## config.mk

```make
export PLATFORM = sky130hd
export DESIGN_NAME = uart_tx_arbiter
export DESIGN_NICKNAME = d
export VERILOG_FILES = /design/src/rtl/uart_pkg.sv /design/src/rtl/rr_pick.sv /design/src/rtl/uart_tx_arbiter.sv
export SDC_FILE = /design/constraint.sdc
export NUM_CORES = 1
export LEC_CHECK = 0
export BUFFER_PORTS_ARGS = -buffer_cell sky130_fd_sc_hd__buf_2
export CAP_MARGIN = 20
export CORE_AREA = 5 5 84 63
export CTS_CLUSTER_DIAMETER = 30
export DETAILED_ROUTE_END_ITERATION = 7
export DIE_AREA = 0 0 89 68
export PLACE_DENSITY = 0.78
export SLEW_MARGIN = 20
export SYNTH_ARGS = -nofsm -noshare
export SYNTH_HDL_FRONTEND = slang
export SYNTH_SLANG_ARGS = --single-unit
```

## constraint.sdc

```tcl
create_clock -name clk -period 3.7 [get_ports clk]
set_input_delay 0.185 -clock clk [delete_from_list [all_inputs] [get_ports clk]]
set_output_delay 0.185 -clock clk [all_outputs]
set_load 0.005 [all_outputs]
```

## src/rtl/uart_pkg.sv

```systemverilog
// Shared UART definitions: arbiter FSM state encoding and byte width.
package uart_pkg;

  localparam int BYTE_W = 8;

  typedef enum logic [1:0] {
    IDLE  = 2'd0,
    START = 2'd1,
    WAIT  = 2'd2,
    HOLD  = 2'd3
  } state_t;

endpackage

```

## src/rtl/rr_pick.sv

```systemverilog
// Round-robin picker: first asserted request at or after ptr, wrapping. Purely combinational.
module rr_pick #(
  parameter int N = 4
) (
  input  logic [N-1:0]         req,
  input  logic [$clog2(N)-1:0] ptr,
  output logic [N-1:0]         grant,
  output logic [$clog2(N)-1:0] idx,
  output logic                 any
);

  localparam int IW = $clog2(N);

  int j;

  always_comb begin
    grant = '0;
    idx   = '0;
    any   = 1'b0;
    j     = 0;
    for (int k = 0; k < N; k++) begin
      j = int'(ptr) + k;
      if (j >= N) j = j - N;
      if (!any && req[j]) begin
        any      = 1'b1;
        grant[j] = 1'b1;
        idx      = IW'(j);
      end
    end
  end

endmodule

```

## src/rtl/uart_tx_arbiter.sv

```systemverilog
// Shares one UART transmitter among NUM_REQ requesters; a packet owner keeps the lock until last byte or idle timeout.
// tx_start follows an accepted byte by 1 cycle; req_ready is low while a byte is in flight, so senders hold.
module uart_tx_arbiter
  import uart_pkg::*;
#(
  parameter int NUM_REQ      = 4,
  parameter int HOLD_TIMEOUT = 1024
) (
  input  logic                        clk,
  input  logic                        reset,
  input  logic [NUM_REQ-1:0]          req_valid,
  input  logic [BYTE_W*NUM_REQ-1:0]   req_data,
  input  logic [NUM_REQ-1:0]          req_last,
  output logic [NUM_REQ-1:0]          req_ready,
  output logic                        tx_start,
  output logic [BYTE_W-1:0]           tx_data,
  input  logic                        tx_done_tick,
  output logic                        busy,
  output logic [$clog2(NUM_REQ)-1:0]  grant_id
);

  localparam int IW = $clog2(NUM_REQ);
  localparam int CW = $clog2(HOLD_TIMEOUT + 1);
  localparam logic [CW-1:0] CNT_LAST = CW'(HOLD_TIMEOUT - 1);
  localparam logic [CW-1:0] CNT_SAT  = CW'(HOLD_TIMEOUT);

  state_t              state, state_nxt;
  logic [IW-1:0]       rr_ptr;
  logic [IW-1:0]       owner;
  logic                last_q;
  logic [CW-1:0]       hold_cnt;
  logic [NUM_REQ-1:0]  pick_grant;
  logic [IW-1:0]       pick_idx;
  logic                pick_any;
  logic                xfer;
  logic [IW-1:0]       xfer_idx;
  logic                release_lock;
  logic [BYTE_W-1:0]   req_byte [NUM_REQ];

  for (genvar i = 0; i < NUM_REQ; i++) begin : g_lane
    assign req_byte[i] = req_data[BYTE_W*i +: BYTE_W];
  end

  function automatic logic [IW-1:0] next_idx(input logic [IW-1:0] cur);
    if (int'(cur) == NUM_REQ - 1) return '0;
    return cur + 1'b1;
  endfunction

  rr_pick #(.N(NUM_REQ)) u_pick (
    .req   (req_valid),
    .ptr   (rr_ptr),
    .grant (pick_grant),
    .idx   (pick_idx),
    .any   (pick_any)
  );

  always_ff @(posedge clk or posedge reset) begin
    if (reset) state <= IDLE;
    else       state <= state_nxt;
  end

  always_comb begin
    state_nxt    = state;
    req_ready    = '0;
    xfer         = 1'b0;
    xfer_idx     = owner;
    release_lock = 1'b0;
    case (state)
      IDLE: begin
        req_ready = pick_grant;
        if (pick_any) begin
          xfer      = 1'b1;
          xfer_idx  = pick_idx;
          state_nxt = START;
        end
      end
      START: state_nxt = WAIT;
      WAIT: begin
        if (tx_done_tick) begin
          release_lock = last_q;
          state_nxt    = last_q ? IDLE : HOLD;
        end
      end
      HOLD: begin
        // Only the lock owner is served; everyone else waits out the packet.
        req_ready[owner] = req_valid[owner];
        if (req_valid[owner]) begin
          xfer      = 1'b1;
          state_nxt = START;
        end else if (hold_cnt == CNT_LAST) begin
          release_lock = 1'b1;
          state_nxt    = IDLE;
        end
      end
      default: state_nxt = IDLE;
    endcase
  end

  always_ff @(posedge clk or posedge reset) begin
    if (reset) begin
      rr_ptr   <= '0;
      owner    <= '0;
      last_q   <= 1'b0;
      hold_cnt <= '0;
      tx_start <= 1'b0;
      tx_data  <= '0;
    end else begin
      tx_start <= xfer;
      if (xfer) begin
        owner   <= xfer_idx;
        tx_data <= req_byte[xfer_idx];
        last_q  <= req_last[xfer_idx];
      end
      if (state == WAIT) hold_cnt <= '0;
      else if (state == HOLD && hold_cnt != CNT_SAT) hold_cnt <= hold_cnt + 1'b1;
      if (release_lock) rr_ptr <= next_idx(owner);
    end
  end

  assign busy     = (state != IDLE);
  assign grant_id = owner;

endmodule

```

== Word-level counts from Yosys, hierarchy flattened ==
Cells that the tools add are included.
Operators by class
  bitwise logic cells: 5
  reduce and logical (&&, ||, !) cells: 16
  equality and inequality tests: 9
  magnitude comparators: 16
  add/subtract/negate cells: 9
  mux-type cells: 67
Operators by type and width (number)
  $ge A32 B1 Y1 const B: 4
  $lt A32 B4 Y1 const B: 4
  $mux W32: 4
  $ge A32 B4 Y1 const B: 3
  $sub A32 B4 Y32 const B: 3
  $mux W1: 26
  $mux W2: 13
  $mux W11: 2
  $bmux W8 S2: 1
  $mux W4: 4
  $mux W8: 2
  $bmux W1 S2: 6
  $or A4 B4 Y4: 3
  $add A11 B1 Y11 const B: 1
  $eq A11 B10 Y1 const B: 1
  $ne A11 B11 Y1 const B: 1
  $demux W1 S2: 5
  $logic_and A1 B1 Y1: 9
  $pmux W2 S4: 1
  $pmux W4 S2: 1
  $add A2 B2 Y3 const B: 2
  $lt A2 B3 Y1 const B: 2
  $and A4 B4 Y4: 1
  $eq A2 B1 Y1 const B: 2
  15 further kinds: 21
Storage, ports and cells
  input bits: 43
  bits in registers: 27
  logic and storage cells: 129

== Depth between registers and ports, before layout ==
Gate-level depths: netlist of the first run.
  word-level depth: 21
  mapped depth: 12

== Hierarchy ==
A second synthesis of the first run with hierarchy kept.
Unflattened totals
  cell total of the unflattened synthesis: 193
  area, all modules: 2154.6 µm²
Modules (own cells, without submodules)
  uart_tx_arbiter: instances 1, cells each 145, area an instance 1694.1 µm²
  rr_pick: instances 1, cells each 48, area an instance 460.4 µm²

== Worst setup path after synthesis of the first run ==
No wires, ideal clock.
  path kind: reg2reg
  start: register rr_ptr[1]
  end: register last_q
  library setup time: 0.094 ns
  arrival time: 2.997 ns
  cell stages (with the launch flop): 13
  setup slack: 0.609 ns
  period minus slack after synthesis: 3.091 ns
  path through: dfrtp_1 > clkbuf_1 > inv_1 > ha_1 > buf_6 > mux4_2 > a221o_1 > a22o_1 > a21o_1 > buf_6 > o21ai_4 > o32ai_1 > a211oi_1
On the way
  cells in the longest elaborated chain, start to end: 19
  elaborated cells on any way between the ends: 47
  those cells by class: 7 x add/sub; 4 x order compare; 30 x mux; 6 x reduce/logical
RTL lines
  start: declaration: RTL line uart_tx_arbiter.sv:28  | logic [IW-1:0] rr_ptr;
  start signal: assignment: RTL line uart_tx_arbiter.sv:116  | if (release_lock) rr_ptr <= next_idx(owner);
  parallel branches: the longest is 19 deep, another holds $sub A32 B4 Y32
  end signal: assignment: RTL line uart_tx_arbiter.sv:112  | last_q <= req_last[xfer_idx];
  end: declaration: RTL line uart_tx_arbiter.sv:30  | logic last_q;
Several ways; the timed one is not identified. The select of a mux whose other input is x is not followed.
A chain may end at the register's enable or synchronous reset.

== Worst setup path in the final report of the first run ==
  start: register rr_ptr[0]
  end: register tx_data[7]
On the way
  cells in the longest elaborated chain, start to end: 21
  elaborated cells on any way between the ends: 49
  those cells by class: 7 x add/sub; 4 x order compare; 31 x mux; 1 x bitwise; 6 x reduce/logical
RTL lines
  parallel branches: the longest is 21 deep, another holds $sub A32 B4 Y32
  end signal: assignment: RTL line uart_tx_arbiter.sv:111  | tx_data <= req_byte[xfer_idx];
  end: declaration: RTL line uart_tx_arbiter.sv:16  | output logic [BYTE_W-1:0] tx_data,
Several ways; the timed one is not identified. The select of a mux whose other input is x is not followed.

==> results.yml, run 1 <==
cells_and_area:
  layout_common_cells: "buf_2, nor2_1, dfrtp_1, inv_1, ha_1"
  layout_commonest_cell: "buf_2"
  drive_above_1_share: 0.243
  diodes: 0
  nFillCells: 394
  fin_nets: 371
  area_growth_syn_to_layout_pct: 16.5
global_routing:
  grt_pass1_vias: 2070
  track_usage: 0.204
  grt_pass1_wl_um: 9810
  grt.overflow.total: 0
  antenna_found_initial: 0
  grt_start_max_net_pins: 28
synth:
  synth-edff-count: 0
  synthCells: 262
  async_flop_share: 1.00
  synth_cell_type_count: 46
  synth_seq_cells: 27
  synth_ff_type: "dfrtp_1"
  syn_area_um2: 2240
  syn_nets: 319
  ys_warn_count: 0
  yosysSeqAreaShare: 0.302
  synth_area_per_cell_um2: 8.53
clocking:
  cts_resized: 0
  cts_tree: "built"
  cts_hold_buf: 0
  clockBufferDepth: 2
  htree_num_levels: 1
  cts_setup_buffers: 0
  cts_num_sinks: 27
  clockRootBuffer: "clkbuf_8"
  cts_buffers: 3
  clkTransAtPathRegs_ns: 0.09
  worstSkewPairLatency_ns: 0.27
detailed_routing:
  drc: 0
  wl_per_cell_um: 15.8
  firstDrtPassIters: 4
  drt_iter0_markers: 154
  detail-route-antenna-nets: 0
  avgViaCountPerCell: 5.84
  drt_wl_total_um: 5840
  vias: 2159
power:
  p_leak_nw: 1.15
  powerDensity_nw_per_um2: 804
  power.total_w: 0.00210
  vdd_drop_max_v: 0.000478
sta:
  tns_ns: 0
  rsz0062_at_grt: "false"
  slew_headroom: 0.517
  finalHoldViolations: 27
  post-route-min-period_ns: 3.23
  clock-skew-final_ns: 0.00247
  fin_crit_sh: 0.873
  finalHoldWorstSlack_ns: -0.0346
  maxSlewViolCount: 0
  setup_viol: 0
  worst_slew_pin_slew_ns: 0.721
  max_freq_ghz: 0.310
placed_design:
  dpl.hpwl_um: 4380
  port_buffers: 58
  gp_congestion: 0.930
worst_setup_path:
  cp_slowest_cell: "mux4_2"
  worst-setup-path-type: "reg -> reg"
  critPathTopFamily: "compound AO/OA/AOI/OAI gates"
  path_buf_inv: 1
  crit_chain: "inv_1 -> ha_1 -> mux4_2 -> a221o_1 -> a22o_1 -> a21o_1 -> o21ai_4 -> o32ai_1 -> a211oi_1"
  slowest_delay_ns: 0.63
  crit_required_ns: 3.88
  cp_max_fo: 10
  end_kind: "flop"
  critPathArrivalTime_ns: 3.41
  startpoint_type: "flop"
die:
  core_area_um2: 4490
  rows: 21
  start_util: 0.498
  die_w_um: 89
  dieArea_um2: 6050
  die_h_um: 68
  top_level_ports: 59
hold_path:
  hold_class: "in -> async"
outcome:
  violations: "negative hold slack"
  outcome: "complete, but fails checks"
flow_run:
  cap_violations: 0
==> logic make-up (layout without fill, tap and decap cells) <==
group / after synthesis / after routing / synth area share
buffers and inverters: 32 / 83 / 0.0638
DFF: 27 / 27 / 0.302
adders and majority gates: 14 / 14 / 0.0783
AOI/OAI and AO/OA: 79 / 79 / 0.262
xor gates and xnor gates: 7 / 7 / 0.0274
muxes: 7 / 7 / 0.0492
and+or+nand+nor: 96 / 96 / 0.217
==> cells in the mapped netlist, drive strengths merged, types with 5 or more instances <==
| cell type | n | area, µm² |
|---|---|---|
| nor3b | 10 | 75.1 |
| clkbuf | 9 | 33.8 |
| inv | 15 | 56.3 |
| nand4 | 5 | 31.3 |
| ha | 14 | 175 |
| nor2 | 36 | 135 |
| nor3 | 12 | 60.1 |
| a221o | 6 | 60.1 |
| a211oi | 9 | 67.6 |
| xor2 | 6 | 52.6 |
| dfrtp | 27 | 676 |
| a21oi | 13 | 68.8 |
| o32ai | 9 | 78.8 |
| nor4 | 5 | 31.3 |
| nand2 | 11 | 41.3 |
| o21a | 9 | 67.6 |
| a22oi | 8 | 60.1 |
| buf | 8 | 52.6 |
| o21ai | 9 | 56.3 |
==> flip-flops by register name, indices dropped and copies added (netlist names) <==
register / cells
state: 2
last_q: 1
rr_ptr: 2
tx_data: 8
hold_cnt: 11
grant_id: 2
tx_start: 1
==> layout make-up <==
cell class | count | area, µm² | area share
Clock buffer | 4 | 45.0 | 0.0173
Inverter | 15 | 56.3 | 0.0216
Timing Repair Buffer | 64 | 339 | 0.130
Multi-Input combinational cell | 203 | 1420 | 0.544
Tap cell | 57 | 71.3 | 0.0274
Sequential cell | 27 | 676 | 0.259
==> path summary, 6_finish.rpt <==
check / start / to / slack [ns] / depth (start not counted)
worst min register to register: state[1]$_DFFE_PP0P_ / state[1]$_DFFE_PP0P_ / 0.56 / 1
worst max-delay path: rr_ptr[0]$_DFFE_PP0P_ / tx_data[7]$_DFFE_PP0P_ / 0.47 / 9
min in group clk: req_data[11] / tx_data[3]$_DFFE_PP0P_ / 0.23 / 3
max in group asynchronous: reset / hold_cnt[1]$_DFFE_PP0P_ / 3.35 / 2
worst max register to register: rr_ptr[0]$_DFFE_PP0P_ / tx_data[7]$_DFFE_PP0P_ / 0.47 / 9
worst min-delay path: reset / tx_data[0]$_DFFE_PP0P_ / -0.03 / 2
==> layer usage <==
metal  GRT usage  wire [µm]
met1       0.298       2880
met3      0.0566        422
met2       0.303       2510
met4      0.0409         30
met5           0          0
==> report_power, final <==
group	internal, W	total (W)	switching (W)	leakage [nW]
logic	0.000611	0.00145	0.000836	0.791
registers	0.000396	0.000478	0.0000818	0.334
clock network	0.0000773	0.000171	0.0000934	0.0228
==> stage by stage <==
| step | instances | hold slack [ns] | cell area (µm²) | utilization | setup slack [ns] |
|---|---|---|---|---|---|
| 5_1_grt | 370 | 0.0334 | 2610 | 0.580 | 0.249 |
| 3_5_place_dp | 366 | 0.490 | 2560 | 0.570 | 0.476 |
| 6_report | 370 | -0.0346 | 2610 | 0.580 | 0.470 |
| 2_1_floorplan | 262 | 0.238 | 2240 | - | 0.609 |
| 3_3_place_gp | 365 | 0.475 | 2550 | 0.567 | 0.654 |
| 4_1_cts | 370 | 0.189 | 2610 | 0.580 | 0.477 |
Note: power is estimated with default switching activity, not from simulation.
==> inputs of run 2 (changes only) <==
==> constraint.sdc (replaced) <==
create_clock -name clk -period 3.1 [get_ports clk]
set_input_delay 0.155 -clock clk [delete_from_list [all_inputs] [get_ports clk]]
set_output_delay 0.155 -clock clk [all_outputs]
set_load 0.005 [all_outputs]
==> run 2 against run 1 <==
- the flow now finishes without violations
- sequential share of layout area is 0.25 points lower
- combinational power is 21% higher
- register-to-register slack worse by 0.30 ns
- cell count is 0.81% higher
- flip-flop and latch count stayed put
- die area stayed put
- critical path depth stayed put
- wire length is 1.3% higher
- critical path type unchanged
- critical endpoint is now last_q$_DFFE_PP0P_
==> results.yml, run 2 (synthesis gave the netlist of run 1 again) <==
die:
  die_w_um: 89
  top_level_ports: 59
  core_area_um2: 4490
  rows: 21
  start_util: 0.498
  die_h_um: 68
  dieArea_um2: 6050
sta:
  slew_headroom: 0.467
  finalHoldViolations: 0
  rsz0062_at_grt: "false"
  worst_slew_pin_slew_ns: 0.799
  post-route-min-period_ns: 2.93
  fin_crit_sh: 0.944
  tns_ns: 0
  setup_viol: 0
  maxSlewViolCount: 0
  finalHoldWorstSlack_ns: 0.185
  max_freq_ghz: 0.342
  clock-skew-final_ns: 0.00514
detailed_routing:
  wl_per_cell_um: 15.9
  drc: 0
  detail-route-antenna-nets: 0
  drt_iter0_markers: 224
  firstDrtPassIters: 6
  avgViaCountPerCell: 6.04
  vias: 2254
  drt_wl_total_um: 5910
global_routing:
  grt_most_used_layer: "met1"
  grt_pass1_wl_um: 9500
  grtUsageMet2: 0.277
  antenna_found_initial: 0
  grt_start_max_net_pins: 28
  grt.overflow.total: 0
  grtUsageMet3: 0.0602
  grt_pass1_vias: 1951
  track_usage: 0.202
  use_met1: 0.299
placed_design:
  dpl.hpwl_um: 4420
  gp_congestion: 0.901
  port_buffers: 58
worst_setup_path:
  critPathLaunch: "rr_ptr[0]$_DFFE_PP0P_"
  cp_max_fo: 10
  worst-setup-path-type: "reg -> reg"
  r2r_start: "rr_ptr[0]$_DFFE_PP0P_"
  startpoint_type: "flop"
  reg2reg_to: "last_q$_DFFE_PP0P_"
  cp-endpoint: "last_q$_DFFE_PP0P_"
  end_kind: "flop"
  reg2reg_slack_ns: 0.17
  reg2reg_depth: 9
  critPathArrivalTime_ns: 3.11
  crit_required_ns: 3.29
clocking:
  clockRootBuffer: "clkbuf_8"
  cts_num_sinks: 27
  cts_tree: "built"
  clockBufferDepth: 2
  htree_num_levels: 1
  clkTransAtPathRegs_ns: 0.09
  worstSkewPairLatency_ns: 0.28
  cts_buffers: 3
cells_and_area:
  multi_input_area_um2: 1420
  top_register: "hold_cnt"
  nFillCells: 393
  drive_above_1_share: 0.253
  fin_nets: 374
  layout_commonest_cell: "buf_2"
  seqCellArea_um2: 676
  reg.largest.list: "hold_cnt (11), tx_data (8)"
  layout_common_cells: "buf_2, nor2_1, dfrtp_1, inv_1, ha_1"
  largest_register_ffs: 11
  diodes: 0
  area_growth_syn_to_layout_pct: 17.6
outcome:
  outcome: "finished clean"
power:
  powerDensity_nw_per_um2: 966
  vdd_drop_max_v: 0.000483
  p_leak_nw: 1.16
hold_path:
  hold_class: "in -> reg"
flow_run:
  cap_violations: 0
## run 2: cell types whose count changed in the layout (fill, tap and decap cells not counted)
cell,previous run,this run
a21o_1,2,1
a21o_2,0,1
buf_4,5,8
buf_6,1,0
dlygate4sd3_1,0,1
nor2_1,36,35
nor2_2,0,1
## run 2: final cells by class
type	instances	area share
Clock buffer	4	0.0171
Inverter	15	0.0214
Multi-Input combinational cell	203	0.540
Sequential cell	27	0.257
Tap cell	57	0.0271
Timing Repair Buffer	67	0.137
## run 2: worst min-delay path by stage
stage,from,endpoint,slack [ns],cells past startpoint
floorplan,reset,grant_id[0]$_DFFE_PP0P_,0.21,1
global placement,reset,tx_data[0]$_DFFE_PP0P_,0.44,2
detailed placement,reset,tx_data[0]$_DFFE_PP0P_,0.46,2
CTS,reset,tx_data[0]$_DFFE_PP0P_,0.16,2
global route,req_data[30],tx_data[6]$_DFFE_PP0P_,0.20,3
finish,req_data[10],tx_data[2]$_DFFE_PP0P_,0.19,3
## run 2: per-layer routing
metal | part of all wire | wire, µm | vias to the layer above
met4 | 0.022 | 129 | 0
met3 | 0.10 | 601 | 17
met1 | 0.45 | 2670 | 1037
li1 | - | - | 1079
met5 | 0 | 0 | -
met2 | 0.42 | 2510 | 121
## run 2: through the flow
| step | instance area [µm²] | util | total power [W] | cells | setup WS [ns] |
|---|---|---|---|---|---|
| 2_1_floorplan | 2240 | - | 0.00186 | 262 | 0.00864 |
| 3_3_place_gp | 2560 | 0.571 | 0.00224 | 367 | 0.247 |
| 3_5_place_dp | 2570 | 0.571 | 0.00231 | 367 | 0.111 |
| 4_1_cts | 2610 | 0.581 | 0.00252 | 371 | 0.0863 |
| 5_1_grt | 2630 | 0.585 | 0.00275 | 373 | 0.00999 |
| 6_report | 2630 | 0.585 | 0.00254 | 373 | 0.174 |
## run 2: worst max-delay path, stage by stage, from the launching register on
cell	delay, ns
dfrtp_1	0.35
inv_1	0.10
ha_1	0.34
mux4_2	0.57
a221o_1	0.34
a22o_1	0.26
a21o_2	0.31
o21ai_4	0.15
o32ai_1	0.14
a211oi_1	0.27
## run 2: report_power, final
part	switching, W	internal [W]
registers	0.0000980	0.000473
logic	0.00102	0.000750
clock network	0.000114	0.0000924
## run 2: timing repair
item                                    4_1_cts  5_1_grt
hold buffers                                  0        1
resized for setup                             0        1
hold endpoints to repair                      0       27
setup buffers                                 0        1
endpoints found under the setup margin        0        9
==> inputs of run 3 (changes only) <==
--- a/config.mk
+++ b/config.mk
@@ -5,12 +5,13 @@
 export SDC_FILE = /design/constraint.sdc
 export NUM_CORES = 1
 export LEC_CHECK = 0
+export ABC_AREA = 1
 export BUFFER_PORTS_ARGS = -buffer_cell sky130_fd_sc_hd__buf_2
 export CAP_MARGIN = 20
-export CORE_AREA = 5 5 84 63
+export CORE_AREA = 5 5 87 65
 export CTS_CLUSTER_DIAMETER = 30
 export DETAILED_ROUTE_END_ITERATION = 7
-export DIE_AREA = 0 0 89 68
+export DIE_AREA = 0 0 92 70
 export PLACE_DENSITY = 0.78
 export SLEW_MARGIN = 20
 export SYNTH_ARGS = -nofsm -noshare
==> run 3 against run 2 <==
- via count up 9.8%
- core utilization up 1.5 points
- synthesized area up 8.7%
- sequential power up 4.6%
- worst hold slack better by 0.080 ns
- first-iteration DRC count down 45%
- clock power about the same
- combinational power up 14%
- register-to-register slack better by 0.39 ns
- global-route usage down 1.9 points
- total power up 10%
- flip-flop and latch count unchanged
==> results.yml, run 3 <==
die:
  die_w_um: 92
  rows: 21
  core_area_um2: 4680
  top_level_ports: 59
  start_util: 0.520
  dieArea_um2: 6440
  die_h_um: 70
synth:
  syn_area_um2: 2430
  synth_area_leaders: "dfrtp_1, nand2_1, nand3_1, inv_1, ha_1"
  synthTopCellsByCount: "nand2_1, inv_1, nand3_1"
  yosysSeqAreaShare: 0.278
  ys_warn_count: 0
  synth_top_area_frac: 0.278
  synth_cell_type_count: 35
  synthCells: 375
  yosysTopAreaCell: "dfrtp_1"
  syn_nets: 432
  synth_area_per_cell_um2: 6.48
  yosysMostFrequentCell: "nand2_1"
  synth_seq_cells: 27
  async_flop_share: 1.00
  synth-edff-count: 0
  synth_ff_type: "dfrtp_1"
sta:
  fin_crit_sh: 0.853
  layout_setup_ws_ns: 0.455
  clock-skew-final_ns: 0.00645
  worst_slew_pin_slew_ns: 0.576
  setup_viol: 0
  tns_ns: 0
  finalHoldViolations: 0
  maxSlewViolCount: 0
  max_freq_ghz: 0.378
  post-route-min-period_ns: 2.64
  slew_headroom: 0.615
  rsz0062_at_grt: "false"
detailed_routing:
  wl_per_cell_um: 12.0
  vias: 2476
  detail-route-antenna-nets: 0
  avgViaCountPerCell: 5.05
  firstDrtPassIters: 5
  drc: 0
  drt_iter0_markers: 123
  drt_wl_total_um: 5900
cells_and_area:
  drive_above_1_share: 0.212
  layout_commonest_cell: "nand2_1"
  layout_common_cells: "nand2_1, inv_1, buf_2, nand3_1, dfrtp_1"
  fin_nets: 491
  top_register: "hold_cnt"
  reg.largest.list: "hold_cnt (11), tx_data (8)"
  diodes: 0
  area_growth_syn_to_layout_pct: 15.6
  largest_register_ffs: 11
clocking:
  cts_num_sinks: 27
  htree_num_levels: 1
  clkTransAtPathRegs_ns: 0.10
  clockBufferDepth: 2
  cts_buffers: 3
  clockRootBuffer: "clkbuf_8"
  cts_tree: "built"
  worstSkewPairLatency_ns: 0.27
  cts_setup_buffers: 0
worst_setup_path:
  reg2reg_to: "tx_data[0]$_DFFE_PP0P_"
  critPathTopFamily: "flip-flops"
  cp_slowest_cell: "dfrtp_1"
  reg2reg_depth: 11
  startpoint_type: "flop"
  crit_chain: "inv_6 -> ha_1 -> inv_1 -> nand2_1 -> nand2_1 -> nor2_4 -> nand3b_1 -> o21ai_0 -> nand2_1 -> a21oi_1 -> buf_2"
  path_common_cell: "nand2_1"
  crit_cells: 11
  slowest_delay_ns: 0.60
  reg2reg_slack_ns: 0.56
  worst-setup-path-type: "reg -> out"
  path_buf_inv: 3
  cp_max_fo: 10
  r2r_start: "rr_ptr[0]$_DFFE_PP0P_"
  critPathArrivalTime_ns: 2.49
  crit_required_ns: 2.94
  end_kind: "output port"
global_routing:
  antenna_found_initial: 0
  grt.overflow.total: 0
  grt_pass1_vias: 2309
  grt_pass1_wl_um: 9980
  track_usage: 0.183
  grt_start_max_net_pins: 28
power:
  vdd_drop_max_v: 0.000534
  p_leak_nw: 1.59
  powerDensity_nw_per_um2: 996
placed_design:
  port_buffers: 58
  gp_congestion: 0.951
  dpl.hpwl_um: 4660
  dp_slack_ns: 0.573
hold_path:
  hold_end: "state[1]$_DFFE_PP0P_"
  hold_depth: 5
  hold_class: "in -> reg"
  hold_start: "tx_done_tick"
outcome:
  outcome: "finished clean"
flow_run:
  cap_violations: 0
## run 3: cell types whose count changed after synthesis, sizes merged, moves of 10 or more
cell and delta:
o21ai +16, nor2 -19, nor3b -10, nand3 +56, inv +57, nand2 +110
## run 3: area by class of cell
cell class	count	area, µm²
clock inverters	1	5.00
well taps	57	71.3
clock buffers	3	41.3
fillers	442	1870
inverters	73	282
flip-flops and latches	27	676
repair buffers	59	300
multi-input cells	270	1430
## run 3: cells by family after synthesis
group,count (synthesis),synth area share
adders and majority gates,14,0.0721
buffers and inverters,78,0.132
AOI/OAI and AO/OA,49,0.114
DFF,27,0.278
and+or+nand+nor,207,0.403
## run 3: how the worst max path moves through the flow
| stage | start | end | slack, ns |
|---|---|---|---|
| 5_1_grt | rr_ptr[0]$_DFFE_PP0P_ | req_ready[1] | 0.21 |
| 3_5_place_dp | rr_ptr[0]$_DFFE_PP0P_ | tx_data[0]$_DFFE_PP0P_ | 0.57 |
| 6_report | rr_ptr[0]$_DFFE_PP0P_ | req_ready[1] | 0.46 |
| 2_1_floorplan | rr_ptr[1]$_DFFE_PP0P_ | last_q$_DFFE_PP0P_ | 1.02 |
| 4_1_cts | rr_ptr[0]$_DFFE_PP0P_ | req_ready[1] | 0.47 |
| 3_3_place_gp | rr_ptr[0]$_DFFE_PP0P_ | tx_data[3]$_DFFE_PP0P_ | 0.70 |
## run 3: worst reg2reg max path, cell delays in order (launching register included)
cell and delay (ns):
dfrtp_1 0.60, inv_6 0.10, ha_1 0.37, inv_1 0.09
nand3_1 0.09, nand2_1 0.12, nand4_4 0.13, nand2_4 0.08
a21oi_2 0.50, inv_2 0.18, nand2_1 0.11, nand2_1 0.06
## run 3: repair_timing
action,4_1_cts,5_1_grt
hold endpoints to repair,0,27
hold buffers,0,1
gates resized for setup,0,0
## run 3: routing by layer
layer | GRT usage | vias to the layer above | wire length, µm
li1 | - | 1303 | -
met3 | 0.0300 | 4 | 338
met2 | 0.280 | 77 | 2550
met5 | 0 | - | 0
met1 | 0.274 | 1092 | 2970
met4 | 0.0313 | 0 | 38
## run 3: power breakdown
| group | total [W] | switching [W] | internal, W |
|---|---|---|---|
| clock | 0.000203 | 0.000113 | 0.0000902 |
| combinational | 0.00200 | 0.00132 | 0.000677 |
| sequential | 0.000597 | 0.000124 | 0.000473 |
| total | 0.00280 | 0.00156 | 0.00124 |
## run 3: stage by stage
stage / power, W / utilization / instance area, µm² / cells / hold WS, ns
after floorplan: 0.00217 / - / 2430 / 375 / 0.208
after global placement: 0.00255 / 0.588 / 2750 / 485 / 0.449
after detailed placement: 0.00259 / 0.588 / 2750 / 485 / 0.460
after CTS: 0.00280 / 0.598 / 2800 / 489 / 0.152
after global routing: 0.00310 / 0.600 / 2810 / 490 / 0.318
final: 0.00280 / 0.600 / 2810 / 490 / 0.265
